**src/rtl/slt_sltu_serial_ctrl.sv**
```systemverilog
// Serial slt/sltu unit: one SLICE_WIDTH-bit ripple-borrow slice walks the operands LSB first.
// Optional SLT_SERIAL_EQ_FLAG_EN adds an O_EQUAL output (A == B) registered with the result.

module full_subtractor (
   input  logic a,
   input  logic b,
   input  logic bi,
   output logic d,
   output logic bo
);
   assign d  = a ^ b ^ bi;
   assign bo = (~a & b) | (~(a ^ b) & bi);
endmodule

module slt_sltu_serial_ctrl #(
   parameter int DATA_WIDTH  = 32,
   parameter int SLICE_WIDTH = 4
) (
   input  logic                  I_CLK,
   input  logic                  I_RST,
   input  logic                  I_VALID,
   output logic                  O_READY,
   input  logic [DATA_WIDTH-1:0] I_OP_A,
   input  logic [DATA_WIDTH-1:0] I_OP_B,
   input  logic                  I_U,
   output logic                  O_VALID,
   input  logic                  I_READY,
   output logic                  O_RESULT,
`ifdef SLT_SERIAL_EQ_FLAG_EN
   output logic                  O_EQUAL,
`endif
   output logic                  O_BUSY
);
   localparam int N  = DATA_WIDTH / SLICE_WIDTH;
   localparam int CW = (N > 1) ? $clog2(N) : 1;
   localparam logic [CW-1:0] LAST = CW'(N - 1);

   localparam logic [1:0] S_IDLE = 2'd0;
   localparam logic [1:0] S_RUN  = 2'd1;
   localparam logic [1:0] S_DONE = 2'd2;

   if (DATA_WIDTH % SLICE_WIDTH != 0) begin : g_bad_width
      $error("DATA_WIDTH must be an integer multiple of SLICE_WIDTH");
   end

   logic [1:0]             state;
   logic [CW-1:0]          cnt;
   logic                   borrow;
   logic [DATA_WIDTH-1:0]  op_a, op_b, a_next;
   logic                   u_q, sign_a, sign_b;
   logic                   res_q, vld_q;
   logic [SLICE_WIDTH:0]   bchain;
   logic [SLICE_WIDTH-1:0] diff;
   logic                   res_next;

   assign bchain[0] = borrow;

   for (genvar i = 0; i < SLICE_WIDTH; i++) begin : g_fs
      full_subtractor u_fs (
         .a  (op_a[i]),
         .b  (op_b[i]),
         .bi (bchain[i]),
         .d  (diff[i]),
         .bo (bchain[i+1])
      );
   end

   // Difference bits rotate into A's vacated top slice, so A ends up holding A-B.
   if (N > 1) begin : g_rot
      assign a_next = {diff, op_a[DATA_WIDTH-1:SLICE_WIDTH]};
   end else begin : g_rot1
      assign a_next = diff;
   end

   // Differing signs decide a signed compare outright; otherwise the borrow does.
   assign res_next = (u_q || (sign_a == sign_b)) ? bchain[SLICE_WIDTH] : sign_a;

`ifdef SLT_SERIAL_EQ_FLAG_EN
   logic zero_acc, eq_q;
   assign O_EQUAL = eq_q;
`endif

   always_ff @(posedge I_CLK) begin
      if (I_RST) begin
         state  <= S_IDLE;
         cnt    <= '0;
         borrow <= 1'b0;
         op_a   <= '0;
         op_b   <= '0;
         u_q    <= 1'b0;
         sign_a <= 1'b0;
         sign_b <= 1'b0;
         res_q  <= 1'b0;
         vld_q  <= 1'b0;
`ifdef SLT_SERIAL_EQ_FLAG_EN
         zero_acc <= 1'b0;
         eq_q     <= 1'b0;
`endif
      end else begin
         case (state)
            S_IDLE: if (I_VALID) begin
               op_a   <= I_OP_A;
               op_b   <= I_OP_B;
               u_q    <= I_U;
               sign_a <= I_OP_A[DATA_WIDTH-1];
               sign_b <= I_OP_B[DATA_WIDTH-1];
               borrow <= 1'b0;
               cnt    <= '0;
`ifdef SLT_SERIAL_EQ_FLAG_EN
               zero_acc <= 1'b1;
`endif
               state  <= S_RUN;
            end
            S_RUN: begin
               op_a   <= a_next;
               op_b   <= op_b >> SLICE_WIDTH;
               borrow <= bchain[SLICE_WIDTH];
`ifdef SLT_SERIAL_EQ_FLAG_EN
               zero_acc <= zero_acc & (diff == '0);
`endif
               if (cnt == LAST) begin
                  res_q <= res_next;
`ifdef SLT_SERIAL_EQ_FLAG_EN
                  eq_q  <= zero_acc & (diff == '0);
`endif
                  state <= S_DONE;
               end else begin
                  cnt <= cnt + CW'(1);
               end
            end
            // Valid rises one edge after DONE entry; the handshake completes on it.
            S_DONE: begin
               if (!vld_q) begin
                  vld_q <= 1'b1;
               end else if (I_READY) begin
                  vld_q <= 1'b0;
                  state <= S_IDLE;
               end
            end
            default: state <= S_IDLE;
         endcase
      end
   end

   assign O_READY  = (state == S_IDLE);
   assign O_BUSY   = (state != S_IDLE);
   assign O_VALID  = vld_q;
   assign O_RESULT = res_q;

endmodule
```
**config.mk**
```make
export PLATFORM = sky130hd
export DESIGN_NAME = slt_sltu_serial_ctrl
export DESIGN_NICKNAME = d
export VERILOG_FILES = /design/src/rtl/slt_sltu_serial_ctrl.sv
export SDC_FILE = /design/constraint.sdc
export NUM_CORES = 1
export LEC_CHECK = 0
export ABC_AREA = 1
export CORE_MARGIN = 8
export CORE_UTILIZATION = 39
export CTS_BUF_LIST = sky130_fd_sc_hd__clkbuf_4
export DETAILED_ROUTE_END_ITERATION = 6
export RECOVER_POWER = 100
export SLEW_MARGIN = 20
export SYNTH_ARGS = -nofsm -noshare
export SYNTH_HDL_FRONTEND = slang
export SYNTH_HIERARCHICAL = 1
export SYNTH_SLANG_ARGS = --single-unit
```
**constraint.sdc**
```tcl
create_clock -name I_CLK -period 3 [get_ports I_CLK]
set_input_delay 0.6 -clock I_CLK [delete_from_list [all_inputs] [get_ports I_CLK]]
set_output_delay 0.6 -clock I_CLK [all_outputs]
set_load 0.02 [all_outputs]
```
==> qor.yml, run 1 <==
slew_viol_final: 0
final_layout_size_suffix_gt1_share_pct: 4.96
ys_ff_latch: 75
swShare_pct: 27.3
io_pins: 73
gp_congestion: 0.765
hold_buffers: 0
antenna_found_initial: 0
core_area_mm2: 0.00982
hold_path.class: "reg2reg"
cts_tree: "built"
place_hpwl_mm: 5.67
slowest_delay_ns: 0.42
grt_pass1_wl_mm: 14.5
max_cap_violations: 0
worstSetupPathType: "reg2reg"
max_freq_mhz: 386
clockPowerShare_pct: 32.5
synthFlopType: "dfxtp_1"
ff2ff_path_depth: 15
grt_pass1_vias: 3288
cp.arrival_ns: 2.90
met1_length_mm: 4.24
wl_mm: 8.52
dp_slack_ns: 0.416
synth-edff-count: 0
num_rows: 36
fp.dieH_um: 117
cts_resized: 0
syn-num-nets: 700
synthXorXnorAreaFrac_pct: 0
nets: 755
syn-instance-count: 625
setup_ws_ns: 0.408
synth_compound_gate_area_share_pct: 9.72
root_buffer: "clkbuf_4"
first_pass_iters: 4
path_depth: 15
portBuffers: 72
total_power_uw: 2370
drtIter0Drc: 207
routed.top_layer: "met4"
reg2reg_slack_ns: 0.41
worst_pin_slew_ns: 1.26
synth_simple_gate_area_share_pct: 35.6
syn_avg_cell_area_um2: 6.33
synth_commonest_cells: "nand2_1 (206), nor2_1 (134), inv_1 (80)"
die_w_um: 117
cts.path.max_buffers: 2
yosysWarnings: 6
diodes: 0
synth.most_common_cell: "nand2_1"
post-cts-setup-buffers: 0
critPathBufInv: 7
fin_crit_sh_pct: 86.4
path_clk_slew_ns: 0.12
cp_max_fo: 2
skew_ns: 0.0145
met3_wirelength_um: 489
crit_top_cell: "inv_1"
rsz0062_at_grt: "no"
combPwrFrac_pct: 20.8
status: "completed"
pwr-share-seq_pct: 46.7
drc_errors: 0
synth_top_cell_by_area: "dfxtp_1"
post_drt_wl_per_cell_um: 10.4
tns_ns: 0
htree_levels: 3
cp.required_ns: 3.30
grt_max_degree: 125
clkSinkCount: 75
area_growth_pct: 21.2
critPathSlowestCell: "fa_1"
overflow: 0
via_count: 3487
end_kind: "flop"
p_int_uw: 1730
synth.top_cell.area_share_pct: 38.0
grt.total_usage_pct: 13.2
slew_headroom_pct: 16.0
powerDensity_mw_per_mm2: 495
cp_cell_sequence: "inv_1 -> fa_1 -> inv_1 -> inv_1 -> fa_1 -> inv_1 -> inv_1 -> fa_1 -> inv_1 -> inv_1 -> fa_1 -> nand2_1 -> nand2_1 -> nor2_1 -> nor2_1"
dieArea_mm2: 0.0136
async_flop_share_pct: 0
synth_fa_ha_area_share_pct: 2.66
whs_path_depth: 2
cts_buffers: 9
synth.distinct_cells: 23
syn_area_mm2: 0.00395
synth_top_family_by_area: "simple AND/OR/NAND/NOR gates"
initial_utilization_pct: 40.3
cp_top_family: "adder cells"
clkLatencyLatePin_ns: 0.41
via_per_inst: 4.26
holdCritStartpoint: "op_b[30]"
period_needed_ns: 2.59
ir_drop_uv: 250
antenna_left: 0
rr_startpoint: "op_b[0]"
netlist_top_cells_area: "dfxtp_1 (38%), nand2_1 (20%), nor2_1 (13%)"
hold_violations: 0
synthMuxAreaShare_pct: 0
p_switching_uw: 648
wl_met2_mm: 3.74
ys_seq_area_share_pct: 38.0
finalSetupViolations: 0
min_to: "op_b[30]"
rr_endpoint: "op_a[31]"
leakagePower_uw: 0.00227
start_kind: "flop"
[logic make-up after synthesis]
kind of cell	Yosys count
AOI/OAI and AO/OA	67
adders and majority gates	6
buffers and inverters	116
DFF	75
and+or+nand+nor	361
[sequential cells by signal, indices dropped and copies added, names as in the netlist]
name and flops:
op_a 32, op_b 32, cnt 3, state 2, O_RESULT 1, O_VALID 1
borrow 1, sign_a 1, sign_b 1, u_q 1
[through the flow]
step	utilization [%]	area (um^2)	cells	hold WS, ns
global placement	47.5	4660	802	0.456
detailed placement	47.5	4660	802	0.462
finish	48.8	4790	818	0.477
global route	48.8	4790	818	0.507
floorplan	-	3950	625	0.433
CTS	49.3	4840	818	0.480
[cell type report]
type / count / area [um^2]
flip-flops and latches: 75 / 1500
fillers: 1043 / 5030
repair buffers: 77 / 768
clock inverters: 6 / 104
well taps: 133 / 166
clock buffers: 10 / 75.1
multi-input cells: 434 / 1870
inverters: 83 / 312
[worst max path at each step]
stage                        from       end  slack (ns)
after floorplan           op_b[0]  op_a[31]        0.54
after global placement    op_b[0]  op_a[31]        0.48
after detailed placement  op_b[0]  op_a[31]        0.42
after CTS                 op_b[0]  op_a[31]        0.39
after global routing      op_b[0]  O_RESULT        0.18
final                     op_b[0]  op_a[31]        0.41
[worst register-to-register path: stages (launching register included)]
cell and delay [ns]:
dfxtp_1 0.35, inv_1 0.05, fa_1 0.38, inv_1 0.06, inv_1 0.04, fa_1 0.36, inv_1 0.06, inv_1 0.04
fa_1 0.36, inv_1 0.06, inv_1 0.04, fa_1 0.43, nand2_1 0.08, nand2_1 0.05, nor2_1 0.10, nor2_1 0.04
[layout by cell type (no fill, tap or decap), types with 10 or more instances in the layout]
| cell type | synthesis | final |
|---|---|---|
| clkbuf_4 | 0 | 11 |
| nand2_1 | 206 | 215 |
| o21ai_0 | 5 | 19 |
| dfxtp_1 | 75 | 75 |
| nor2_1 | 134 | 135 |
| o21ai_2 | 10 | 10 |
| o21ai_1 | 41 | 27 |
| inv_1 | 80 | 83 |
| a21oi_1 | 10 | 10 |
| clkdlybuf4s50_1 | 0 | 67 |
[metal layers]
layer | GRT usage, % | vias up
li1 | - | 1958
met1 | 16.8 | 1461
met2 | 20.6 | 64
met3 | 4.81 | 4
met4 | 3.33 | 0
met5 | 0 | -
[power groups by stage]
stage / Sequential, uW / Clock [uW] / Combinational (uW)
floorplan: 1120 / 0 / 374
global placement: 1130 / 0 / 501
detailed placement: 1130 / 0 / 506
CTS: 1110 / 802 / 510
global route: 1120 / 840 / 582
finish: 1110 / 772 / 493
Power figures use the tool's default switching activity.
==> inputs of run 2 (changes only) <==
Settings changed: CORE_UTILIZATION 39 to 45, PLACE_DENSITY from default to 0.7, SLEW_MARGIN 20 to 10.
==> qor.yml, run 2 (synthesis results as in run 1) <==
n_fill_cell: 856
post-cts-setup-buffers: 0
drtIter0Drc: 178
tns_ns: 0
period_needed_ns: 2.66
antenna_found_initial: 0
max_freq_mhz: 376
skew_ns: 0.0155
io_pins: 73
instances_no_fill: 793
post_drt_wl_per_cell_um: 10.6
rr_endpoint: "op_a[31]"
cp_max_fo: 2
cts.path.max_buffers: 2
final_common_cell: "nand2_1"
powerDensity_mw_per_mm2: 483
via_count: 3516
rr_startpoint: "op_b[0]"
path_clk_slew_ns: 0.12
hold_path.class: "reg2reg"
status: "completed"
reg2reg_slack_ns: 0.34
cts_tree: "built"
fp.dieH_um: 110
finalSetupViolations: 0
cts_resized: 0
antenna_left: 0
core_area_mm2: 0.00864
root_buffer: "clkbuf_4"
final_layout_size_suffix_gt1_share_pct: 6.13
critPathLaunch: "op_b[0]"
hold_buffers: 0
holdCritStartpoint: "borrow"
area_growth_pct: 20.9
num_rows: 34
leakagePower_uw: 0.00226
htree_levels: 3
first_pass_iters: 4
diodes: 0
fin_crit_sh_pct: 88.7
clkLatencyLatePin_ns: 0.41
hold_violations: 0
cp.required_ns: 3.30
via_per_inst: 4.43
drc_errors: 0
rsz0062_at_grt: "no"
grt_pass1_vias: 3548
die_w_um: 110
nets: 755
dp.cells: 777
worst_pin_slew_ns: 1.39
gp_congestion: 0.751
worstSetupPathType: "reg2reg"
grt.total_usage_pct: 15.0
wl_mm: 8.39
ir_drop_uv: 220
dieArea_mm2: 0.0120
slew_headroom_pct: 6.88
initial_utilization_pct: 45.8
whs_path_depth: 2
clkSinkCount: 75
cts_buffers: 9
cp.arrival_ns: 2.96
final_cell_mix: "nand2_1 (206), nor2_1 (134), inv_1 (83)"
biggestRegsByFlops: "op_a: 32 flops, op_b: 32 flops, cnt: 3 flops"
min_to: "borrow"
seqCellArea_mm2: 0.00150
grt_pass1_wl_mm: 14.9
ff2ff_path_depth: 15
portBuffers: 72
place_hpwl_mm: 5.78
multi_input_area_mm2: 0.00188
end_kind: "flop"
slew_viol_final: 0
max_cap_violations: 0
start_kind: "flop"
overflow: 0
grt_max_degree: 82
run 2: changes by cell type in the layout (fill, tap and decap cells not counted), sizes merged:
cell	delta
bufinv	-1
clkbuf	+1
clkdlybuf4s50	-1
dlygate4sd3	+1
run 2: worst max path at each step:
stage          endpoint  slack, ns  cells past startpoint
6_report       op_a[31]       0.34                     15
5_1_grt        op_a[31]       0.18                     15
4_1_cts        op_a[31]       0.35                     15
3_5_place_dp   op_a[31]       0.43                     15
3_3_place_gp   op_a[31]       0.49                     15
2_1_floorplan  op_a[31]       0.54                     15
run 2: metal layers:
| layer | GRT usage (%) | routed length [um] | vias up | share of wire [%] |
|---|---|---|---|---|
| met3 | 3.52 | 433 | 9 | 5.2 |
| met5 | 0 | 0 | - | 0 |
| met4 | 5.01 | 80 | 0 | 0.95 |
| met2 | 25.4 | 3890 | 63 | 46 |
| li1 | - | - | 1959 | - |
| met1 | 18.4 | 3990 | 1485 | 48 |
run 2: power breakdown:
group / internal, uW / leakage [uW] / switching [uW] / total [uW]
Clock: 355 / 0.0000885 / 342 / 697
Combinational: 223 / 0.00155 / 277 / 501
Sequential: 1080 / 0.000621 / 29.8 / 1110
Total: 1660 / 0.00226 / 650 / 2310
run 2: worst max-delay path, cell delays in order (launching register included):
cell	delay [ns]
dfxtp_1	0.34
inv_1	0.07
fa_1	0.42
inv_1	0.07
inv_1	0.05
fa_1	0.37
inv_1	0.06
inv_1	0.04
fa_1	0.35
inv_1	0.06
inv_1	0.04
fa_1	0.42
nand2_1	0.08
nand2_1	0.05
nor2_1	0.10
nor2_1	0.04
run 2: final cells by class:
class / instances / area share (%)
Clock buffer: 11 / 1.73
Sequential cell: 75 / 31.4
Timing Repair Buffer: 77 / 16.5
Clock inverter: 5 / 1.62
Inverter: 83 / 6.52
Tap cell: 108 / 2.83
Multi-Input combinational cell: 434 / 39.4
run 2: per-stage QoR:
stage / hold slack, ns / utilization (%) / worst slack [ns] / instance area (um^2) / total power, uW
finish: 0.473 / 55.3 / 0.340 / 4780 / 2310
CTS: 0.480 / 55.6 / 0.354 / 4800 / 2340
detailed placement: 0.463 / 53.7 / 0.429 / 4640 / 1640
global route: 0.509 / 55.3 / 0.177 / 4780 / 2460
global placement: 0.458 / 53.7 / 0.485 / 4640 / 1630
floorplan: 0.433 / - / 0.541 / 3950 / 1500
==> inputs of run 3 (changes only) <==
Settings changed: CORE_UTILIZATION 45 to 54, PLACE_DENSITY 0.7 to 0.82.
==> qor.yml, run 3 (synthesis results as in run 1) <==
tns_ns: 0
start_kind: "flop"
cp_cell_sequence: "inv_1 -> fa_1 -> inv_1 -> inv_1 -> fa_1 -> inv_1 -> inv_1 -> fa_1 -> inv_1 -> inv_1 -> fa_1 -> nand2_1 -> nand2_1 -> nor2_1 -> nor2_1"
end_kind: "flop"
initial_utilization_pct: 55.1
slew_viol_final: 0
portBuffers: 72
fin_crit_sh_pct: 88.7
num_rows: 31
wl_mm: 8.36
dp.cells: 770
htree_levels: 3
final_common_cell: "nand2_1"
fp.dieH_um: 102
critPathBufInv: 7
period_needed_ns: 2.66
place_hpwl_mm: 5.81
hold_path.class: "reg2reg"
place_area_mm2: 0.00463
final_util_pct: 65.9
p_int_uw: 1650
overflow: 0
swShare_pct: 28.1
cts_resized: 0
ir_drop_uv: 354
slowest_delay_ns: 0.44
cts_buffers: 9
io_pins: 73
clkSinkCount: 75
critPathSlowestCell: "fa_1"
cts_tree: "built"
instances_no_fill: 786
worst_pin_slew_ns: 1.06
hold_buffers: 0
max_cap_violations: 0
grt_max_degree: 78
max_freq_mhz: 376
p_switching_uw: 644
area_growth_pct: 19.6
final_layout_size_suffix_gt1_share_pct: 5.24
crit_top_cell: "inv_1"
powerDensity_mw_per_mm2: 485
dieArea_mm2: 0.0103
antenna_left: 0
finalSetupViolations: 0
total_power_uw: 2290
cts.path.max_buffers: 2
via_per_inst: 4.61
antenna_found_initial: 0
via_count: 3620
hold_violations: 0
grt_pass1_vias: 3567
nets: 757
post-cts-setup-buffers: 0
worstSetupPathType: "reg2reg"
cp.arrival_ns: 2.96
pwr-share-seq_pct: 48.4
core_area_mm2: 0.00718
grt.total_usage_pct: 17.3
cp_top_family: "adder cells"
gp_congestion: 0.835
status: "completed"
slew_headroom_pct: 28.9
root_buffer: "clkbuf_4"
clkLatencyLatePin_ns: 0.40
grt_pass1_wl_mm: 14.8
skew_ns: 0.0129
drc_errors: 0
biggestRegsByFlops: "op_a: 32 flops, op_b: 32 flops, cnt: 3 flops"
first_pass_iters: 4
post_drt_wl_per_cell_um: 10.6
clockPowerShare_pct: 30.4
diodes: 0
leakagePower_uw: 0.00225
path_clk_slew_ns: 0.11
rsz0062_at_grt: "no"
cp.required_ns: 3.30
combPwrFrac_pct: 21.2
final_cell_mix: "nand2_1 (206), nor2_1 (134), inv_1 (82)"
drtIter0Drc: 165
fin_area_mm2: 0.00473
cp_max_fo: 2
die_w_um: 102
run 3: power by group through the flow:
stage / Clock (uW) / Sequential, uW / Combinational, uW
floorplan: 0 / 1120 / 374
global placement: 0 / 1130 / 493
detailed placement: 0 / 1130 / 509
CTS: 714 / 1110 / 512
global route: 763 / 1120 / 567
finish: 698 / 1110 / 486
run 3: area by class of cell:
type,count,area [um^2]
multi-input combinational,434,1850
inverter,83,312
clock buffer,11,82.6
timing repair buffer,79,786
tap,99,124
clock inverter,5,77.6
sequential,75,1500
fill,659,2450
run 3: stage by stage:
step           worst slack (ns)  hold slack (ns)
2_1_floorplan             0.541            0.433
3_3_place_gp              0.494            0.456
3_5_place_dp              0.355            0.455
4_1_cts                   0.327            0.472
5_1_grt                   0.126            0.484
6_report                  0.340            0.473
run 3: path summary, 6_finish.rpt:
path         cells past startpoint     from        to  slack (ns)
max                             15  op_b[0]  op_a[31]        0.34
min                              2   borrow    borrow        0.47
max reg2reg                     15  op_b[0]  op_a[31]        0.34
min reg2reg                      2   borrow    borrow        0.47
run 3: metal layers:
metal  global-route usage, %  routed length [um]
met4                    6.30                  97
met5                       0                   0
met2                    29.7                3890
met3                    3.16                 369
met1                    20.9                4000
run 3: worst register-to-register path, cell delays in order (launching register included):
cell and delay [ns]:
dfxtp_1 0.34, inv_1 0.06, fa_1 0.39, inv_1 0.07
inv_1 0.04, fa_1 0.36, inv_1 0.06, inv_1 0.05
fa_1 0.34, inv_1 0.06, inv_1 0.04, fa_1 0.44
nand2_1 0.09, nand2_1 0.06, nor2_1 0.12, nor2_1 0.04
